`src/rtl/cache_controller.sv`:
```
// Sequencing FSM for the direct-mapped cache: lookup, block fill from memory on a miss,
// single-word response to the CPU, and saturating hit/miss statistics.
module cache_controller #(
    parameter int ADDR_WIDTH  = 15,
    parameter int WORD_WIDTH  = 32,
    parameter int COUNT_WIDTH = 16
) (
    input  logic                    clk,
    input  logic                    rst,
    input  logic                    cpu_read,
    input  logic [ADDR_WIDTH-1:0]   cpu_address,
    output logic                    cpu_ready,
    output logic [WORD_WIDTH-1:0]   cpu_data,
    output logic [ADDR_WIDTH-1:0]   cache_address,
    input  logic                    cache_hit,
    input  logic [WORD_WIDTH-1:0]   cache_word,
    output logic                    cache_write,
    output logic [4*WORD_WIDTH-1:0] cache_block,
    output logic                    mem_read,
    output logic [ADDR_WIDTH-1:0]   mem_address,
    input  logic [4*WORD_WIDTH-1:0] mem_block,
    input  logic                    mem_ready,
    output logic [COUNT_WIDTH-1:0]  hit_count,
    output logic [COUNT_WIDTH-1:0]  miss_count
);

    localparam logic [2:0] IDLE    = 3'd0;
    localparam logic [2:0] LOOKUP  = 3'd1;
    localparam logic [2:0] MISS    = 3'd2;
    localparam logic [2:0] FILL    = 3'd3;
    localparam logic [2:0] RESPOND = 3'd4;

    logic [2:0]            state;
    logic [WORD_WIDTH-1:0] fill_word;

    // Word 0 of a block sits in the most significant lane.
    always_comb begin
        fill_word = mem_block[4*WORD_WIDTH-1 -: WORD_WIDTH];
        case (cache_address[1:0])
            2'd0: fill_word = mem_block[4*WORD_WIDTH-1 -: WORD_WIDTH];
            2'd1: fill_word = mem_block[3*WORD_WIDTH-1 -: WORD_WIDTH];
            2'd2: fill_word = mem_block[2*WORD_WIDTH-1 -: WORD_WIDTH];
            2'd3: fill_word = mem_block[WORD_WIDTH-1 -: WORD_WIDTH];
            default: fill_word = mem_block[4*WORD_WIDTH-1 -: WORD_WIDTH];
        endcase
    end

    always_ff @(posedge clk) begin
        if (rst) begin
            state         <= IDLE;
            cpu_data      <= '0;
            cache_block   <= '0;
            cache_address <= '0;
            hit_count     <= '0;
            miss_count    <= '0;
        end else begin
            case (state)
                IDLE: begin
                    if (cpu_read) begin
                        cache_address <= cpu_address;
                        state         <= LOOKUP;
                    end
                end
                LOOKUP: begin
                    if (cache_hit) begin
                        cpu_data <= cache_word;
                        if (hit_count != '1)
                            hit_count <= hit_count + COUNT_WIDTH'(1);
                        state <= RESPOND;
                    end else begin
                        if (miss_count != '1)
                            miss_count <= miss_count + COUNT_WIDTH'(1);
                        state <= MISS;
                    end
                end
                MISS: begin
                    if (mem_ready) begin
                        cache_block <= mem_block;
                        cpu_data    <= fill_word;
                        state       <= FILL;
                    end
                end
                FILL:    state <= RESPOND;
                RESPOND: state <= IDLE;
                default: state <= IDLE;
            endcase
        end
    end

    // Strobes are pure state decodes, so reset clears them on the same edge.
    assign cpu_ready   = (state == RESPOND);
    assign cache_write = (state == FILL);
    assign mem_read    = (state == MISS);
    assign mem_address = {cache_address[ADDR_WIDTH-1:2], 2'b00};

endmodule

```
`config.mk`:
```
export PLATFORM = sky130hd
export DESIGN_NAME = cache_controller
export DESIGN_NICKNAME = d
export VERILOG_FILES = /design/src/rtl/cache_controller.sv
export SDC_FILE = /design/constraint.sdc
export NUM_CORES = 1
export LEC_CHECK = 0
export ABC_AREA = 1
export CORE_MARGIN = 5
export CORE_UTILIZATION = 39
export DETAILED_ROUTE_END_ITERATION = 8
export PLACE_DENSITY = 0.76
export SYNTH_ARGS = -nofsm -noshare
export SYNTH_HDL_FRONTEND = slang
export SYNTH_SLANG_ARGS = --single-unit
```
`constraint.sdc`:
```
create_clock -name clk -period 1.5 [get_ports clk]
set_input_delay 0.3 -clock clk [delete_from_list [all_inputs] [get_ports clk]]
set_output_delay 0.3 -clock clk [all_outputs]
set_load 0.01 [all_outputs]
```
Yosys cells after proc, flatten, opt, wreduce, memory -nomap -nowiden

Index checks and enable logic that the tools add are counted.

Register bits: 210
Output and inout port bits: 225
Logic and storage cells: 38

Add/sub/neg operators: 2
Eq/ne operators: 12
Muxes and demuxes: 8
Bitwise gates (word level): 1
Reduce and logical (&&, ||, !) cells: 9

Operator list:

| operator                | count |
|---|---|
| $pmux W32 S4            | 1 |
| $mux W32                | 2 |
| $pmux W32 S2            | 1 |
| $add A16 B1 Y16 const B | 2 |
| $ne A16 B16 Y1 const B  | 2 |
| $pmux W3 S4             | 1 |
| $mux W3                 | 3 |
| $reduce_and A3 Y1       | 3 |
| $eq A3 B2 Y1 const B    | 2 |
| $reduce_and A2 Y1       | 3 |
| $eq A2 B2 Y1 const B    | 2 |
| $ne A2 B2 Y1 const B    | 2 |
| $eq A3 B1 Y1 const B    | 1 |
| $eq A3 B3 Y1 const B    | 1 |
| $logic_not A3 Y1        | 1 |
| $eq A2 B1 Y1 const B    | 1 |
| $logic_not A2 Y1        | 1 |
| $ne A2 B1 Y1 const B    | 1 |
| $reduce_bool A2 Y1      | 1 |
| $not A1 Y1              | 1 |

Logic depth before layout (Yosys ltp)

Gate-level depths: netlist (run 1).

Word-level depth: 4
Mapped depth: 10
Mapped depth without buffers: 9

Worst setup path after synthesis (run 1)

Ideal clock, no wire load.

Kind: register to register
Start: register hit_count[0]
End: register hit_count[2]
Setup time: 115 ps
Arrival: 1463 ps
Data required time: 1385 ps
Slack: -78 ps
Stages on the path, launching flop included: 10
Period minus slack after synthesis: 1578 ps
Cells stage by stage: dfxtp_1 > ha_1 > inv_1 > nor2_4 > nand3_2 > nand2_1 > nand2_1 > buf_2 > a21oi_1 > nor2_1

Longest elaborated chain between the ends: 2
Elaborated cells on any way between the ends: 3
Those cells by class: add/sub: 1; eq/ne: 1; reduce/logical: 1

Ends and longest elaborated chain:

| item                                                    | line | source |
|---|---|---|
| start, declared                                         | 23   | `output logic [COUNT_WIDTH-1:0] hit_count,` |
| start signal, assigned                                  | 68   | `hit_count <= hit_count + COUNT_WIDTH'(1);` |
| branches (longest 2 deep; another with $add A16 B1 Y16) | -    |  |

Several ways; the timed one is not identified.
A chain may end at the register's enable or synchronous reset.

Worst setup path in the final report (run 1)

Start: register state[0]
End: register cache_block[65]

Longest elaborated chain between the ends: 2

Ends and longest elaborated chain:

| item                               | line | source |
|---|---|---|
| start, declared                    | 33   | `logic [2:0] state;` |
| start signal, assigned             | 50   | `state <= IDLE;` |
| start signal, assigned             | 61   | `state <= LOOKUP;` |
| start signal, assigned             | 69   | `state <= RESPOND;` |
| $eq A3 B2 Y1                       | 57   | `case (state)` |
| $reduce_and A2 Y1 (no source line) | -    |  |
| end signal, assigned               | 78   | `cache_block <= mem_block;` |
| end, declared                      | 18   | `output logic [4*WORD_WIDTH-1:0] cache_block,` |

Every way passes these cells.

==> run_results.csv, run 1 <==
group,metric,value,unit
status,outcome,"complete, but fails checks",
status,violations,"setup timing",
min_path,hp-class,"in -> reg",
die,die-area,0.02740,sq mm
clocking,h-tree-depth,1,
sta,holdWs,0.1455,ns
power_and_ir_drop,p_leak,6.997,nW
worst_setup_path,worstPathRequired,1.94,ns
detailed_routing,viasPerCell,6.037,
die,fp.dieH,165.5,um
worst_setup_path,cp_num_buf_inv,8,
clocking,cts.sinks,210,
yosys,synth_simple_gate_area_share,25.85,%
global_route,gr-total-overflow,0,
sta,fmaxAchievable,0.5573,GHz
worst_setup_path,r2r_setup_slack,-0.29,ns
detailed_routing,num_vias,12800,
worst_setup_path,critical_path_class,"reg -> reg",
worst_setup_path,cp-end-kind,"flop",
yosys,syn_area,0.009434,sq mm
worst_setup_path,crit_arrival,2.24,ns
power_and_ir_drop,swShare,29.31,%
detailed_routing,dr.first_iter.drc_count,1278,
die,placementRows,57,
final_layout,syn_to_final_growth,98.82,%
final_layout,fin_cells,2120,
sta,finalHoldViolCount,0,
power_and_ir_drop,power.internal,0.01102,W
yosys,ys_seq_area_share,44.56,%
final_layout,finalNetCount,1957,
worst_setup_path,startpoint_type,"flop",
clocking,cts_tree,"yes",
power_and_ir_drop,total_power,0.01560,W
power_and_ir_drop,peakVddDrop,0.0007682,V
detailed_routing,routed_wl,58.23,mm
yosys,async_flop_share,0,%
global_route,grt_pass1_vias,11930,
placement,dp.cells,1992,
placement,hpwl,28.93,mm
sta,setup-tns-final,-21.14,ns
die,core,0.02403,sq mm
yosys,yosysUniqueCellTypes,29,
global_route,grt_first_pass_wirelength,71.76,mm
placement,portBuffers,402,
worst_setup_path,crit_chain,"buf_6 > nor2_4 > nand2_2 > inv_4 > buf_8 > buf_12 > buf_12 > buf_16 > buf_12 > buf_4 > nand3_4 > a21oi_1",
power_and_ir_drop,comb_power_share,22.5,%
sta,rsz0062_at_grt,"yes",
die,boundaryPins,405,
run,cap_violations,0,
clocking,clkLatencyLatePin,0.53,ns
yosys,synth_flop_cell,"dfxtp_1",
yosys,synth_top_family_by_area,"simple AND/OR/NAND/NOR gates",
power_and_ir_drop,seqPwrFrac,38.0,%
detailed_routing,drc_errors,0,
worst_setup_path,critical_path.most_common_cell,"buf_12",
yosys,synthAdderAreaFrac,0.2653,%
yosys,synthMuxAreaShare,0,%
sta,worst_pin_slew,0.6565,ns
final_layout,final_core_util,78.04,%
worst_setup_path,path_delay_family,"buffers and inverters",
sta,setup_viol,228,
sta,period_share,119.6,%
worst_setup_path,crit_path_max_fanout,7,
power_and_ir_drop,power.density,831.4,mW/mm^2
clocking,cts-root-buf,"clkbuf_16",
yosys,synthXorXnorAreaFrac,0.9284,%
placement,gp_congestion,0.8929,
power_and_ir_drop,power.switching,0.004570,W
sta,drv_slew,0,
sta,final.min_clock_period,1.794,ns
clocking,clk_pin_slew,0.06,ns
power_and_ir_drop,clock_power_share,39.5,%
global_route,antenna_found_initial,11,
global_route,grt_max_degree,90,
worst_setup_path,critPathMaxStageDelay,0.34,ns
sta,fin_worst_skew,0.03161,ns
detailed_routing,ant_nets,0,
worst_setup_path,slowest_stage,"dfxtp_4",
sta,final.setup.worst_slack,-0.2944,ns
yosys,yosysWarnings,0,
detailed_routing,firstDrtPassIters,6,
yosys,synth_compound_area_share,20.20,%
die,die_width,165.5,um
global_route,grt_usage,34.07,%
yosys,syn_inst,1294,
final_layout,drive_gt1_share,39.87,%
yosys,ys_ff_latch,210,
clocking,numCtsBuffers,25,
die,initial_utilization,39.25,%
yosys,syn_area_per_cell,7.291,sq um
clocking,clockBufferDepth,3,
sta,slew_headroom,56.23,%
detailed_routing,wl_per_cell,27.47,um
yosys,synth_edf_count,0,
## state kept, by name, indices dropped and copies added, names as in the netlist
name,flops
cache_address,15
cache_block,128
state,3
cpu_data,32
hit_count,16
miss_count,16
## what timing repair did
action                     4_1_cts  5_1_grt
resized for setup              529      556
hold buffers                     0        0
gates cloned                    34       16
setup endpoints to repair      313      272
setup buffers                   33       17
pin swaps                       50       67
## cell type report
class / count / area [sq um]
Sequential cell: 210 / 4259
Tap cell: 324 / 405.4
Inverter: 47 / 197.7
Clock buffer: 38 / 764.5
Timing Repair Buffer: 567 / 6312
Multi-Input combinational cell: 924 / 6749
Fill cell: 1457 / 5278
Antenna cell: 5 / 12.51
Clock inverter: 5 / 56.30
## path summary, 6_finish.rpt
check,from,end,cells past startpoint
max reg2reg,state[0],cache_block[65],12
min,mem_ready,cache_block[29],3
min reg2reg,cache_address[5],cache_address[5],2
max,state[0],cache_block[65],12
## cell usage after synthesis, types with 3 or more instances
master	instances	share of area [%]
buf_4	31	2.5
o21ai_0	80	4.2
nand4_1	11	0.73
clkbuf_1	52	2.1
inv_2	6	0.24
xnor2_1	8	0.74
o211ai_1	32	2.5
nand2_2	6	0.40
buf_2	27	1.4
nor2_1	44	1.8
o21ai_1	5	0.27
inv_1	41	1.6
a21oi_1	227	12
nor2_4	6	0.72
nor3_1	3	0.16
nand2_1	302	12
a21oi_2	9	0.84
nand3_1	176	9.3
nand3_2	4	0.42
dfxtp_1	210	45
## power by group through the flow
stage	registers (W)	clock network (W)	logic (W)
4_1_cts	0.00588	0.00610	0.00291
5_1_grt	0.00595	0.00641	0.00362
2_1_floorplan	0.00608	0	0.000863
3_3_place_gp	0.00600	0	0.00240
6_report	0.00593	0.00616	0.00350
3_5_place_dp	0.00600	0	0.00243
## worst min-delay path, cell delays in order
cell	delay, ns
buf_4	0.18
nand3_4	0.10
a21oi_2	0.04
## placed cells by master (no fill, tap or decap), drive strengths merged
cell type | synthesis | final
nand2 | 308 | 308
xnor2 | 8 | 8
clkdlybuf4s15 | 0 | 41
nor3 | 3 | 3
clkinv | 0 | 3
buf | 62 | 173
dfxtp | 210 | 210
nor2 | 52 | 52
o211ai | 32 | 32
diode | 0 | 5
xor2 | 2 | 2
nand4 | 11 | 11
ha | 2 | 2
bufinv | 0 | 1
a21oi | 236 | 236
conb | 1 | 2
clkdlybuf4s50 | 0 | 177
dlygate4sd2 | 0 | 143
nand3 | 181 | 181
o21ai | 87 | 87
clkinvlp | 0 | 1
inv | 47 | 47
clkbuf | 52 | 71
## cell families after synthesis
family | after synthesis
buffers and inverters | 161
AOI/OAI and AO/OA | 355
DFF | 210
xor gates and xnor gates | 10
and+or+nand+nor | 555
adders and majority gates | 2
other | 1
## through the flow
step / setup WS (ns) / area [sq um]
final: -0.2944 / 18760
after global routing: -0.3675 / 18750
after CTS: -0.1939 / 16750
after detailed placement: -0.2962 / 14210
after global placement: -0.2649 / 14210
after floorplan: 0.02056 / 9448
## layer usage
layer | share of wire, % | GRT usage [%]
met1 | 33 | 37.63
met5 | 0.21 | 0
met3 | 12 | 10.85
met4 | 9.0 | 23.02
met2 | 46 | 55.98
(Power assumes the default switching activity.)
==> inputs of run 2 (changes only) <==
ABC_CLOCK_PERIOD_IN_PS = 1500   (was unset)
==> results of run 2 <==
Final layout, timing and power as in run 1 (identical DEF).
==> inputs of run 3 (changes only) <==
ABC_CLOCK_PERIOD_IN_PS = unset   (was 1500)
==> results of run 3 <==
Final layout, timing and power as in run 1 (identical DEF).
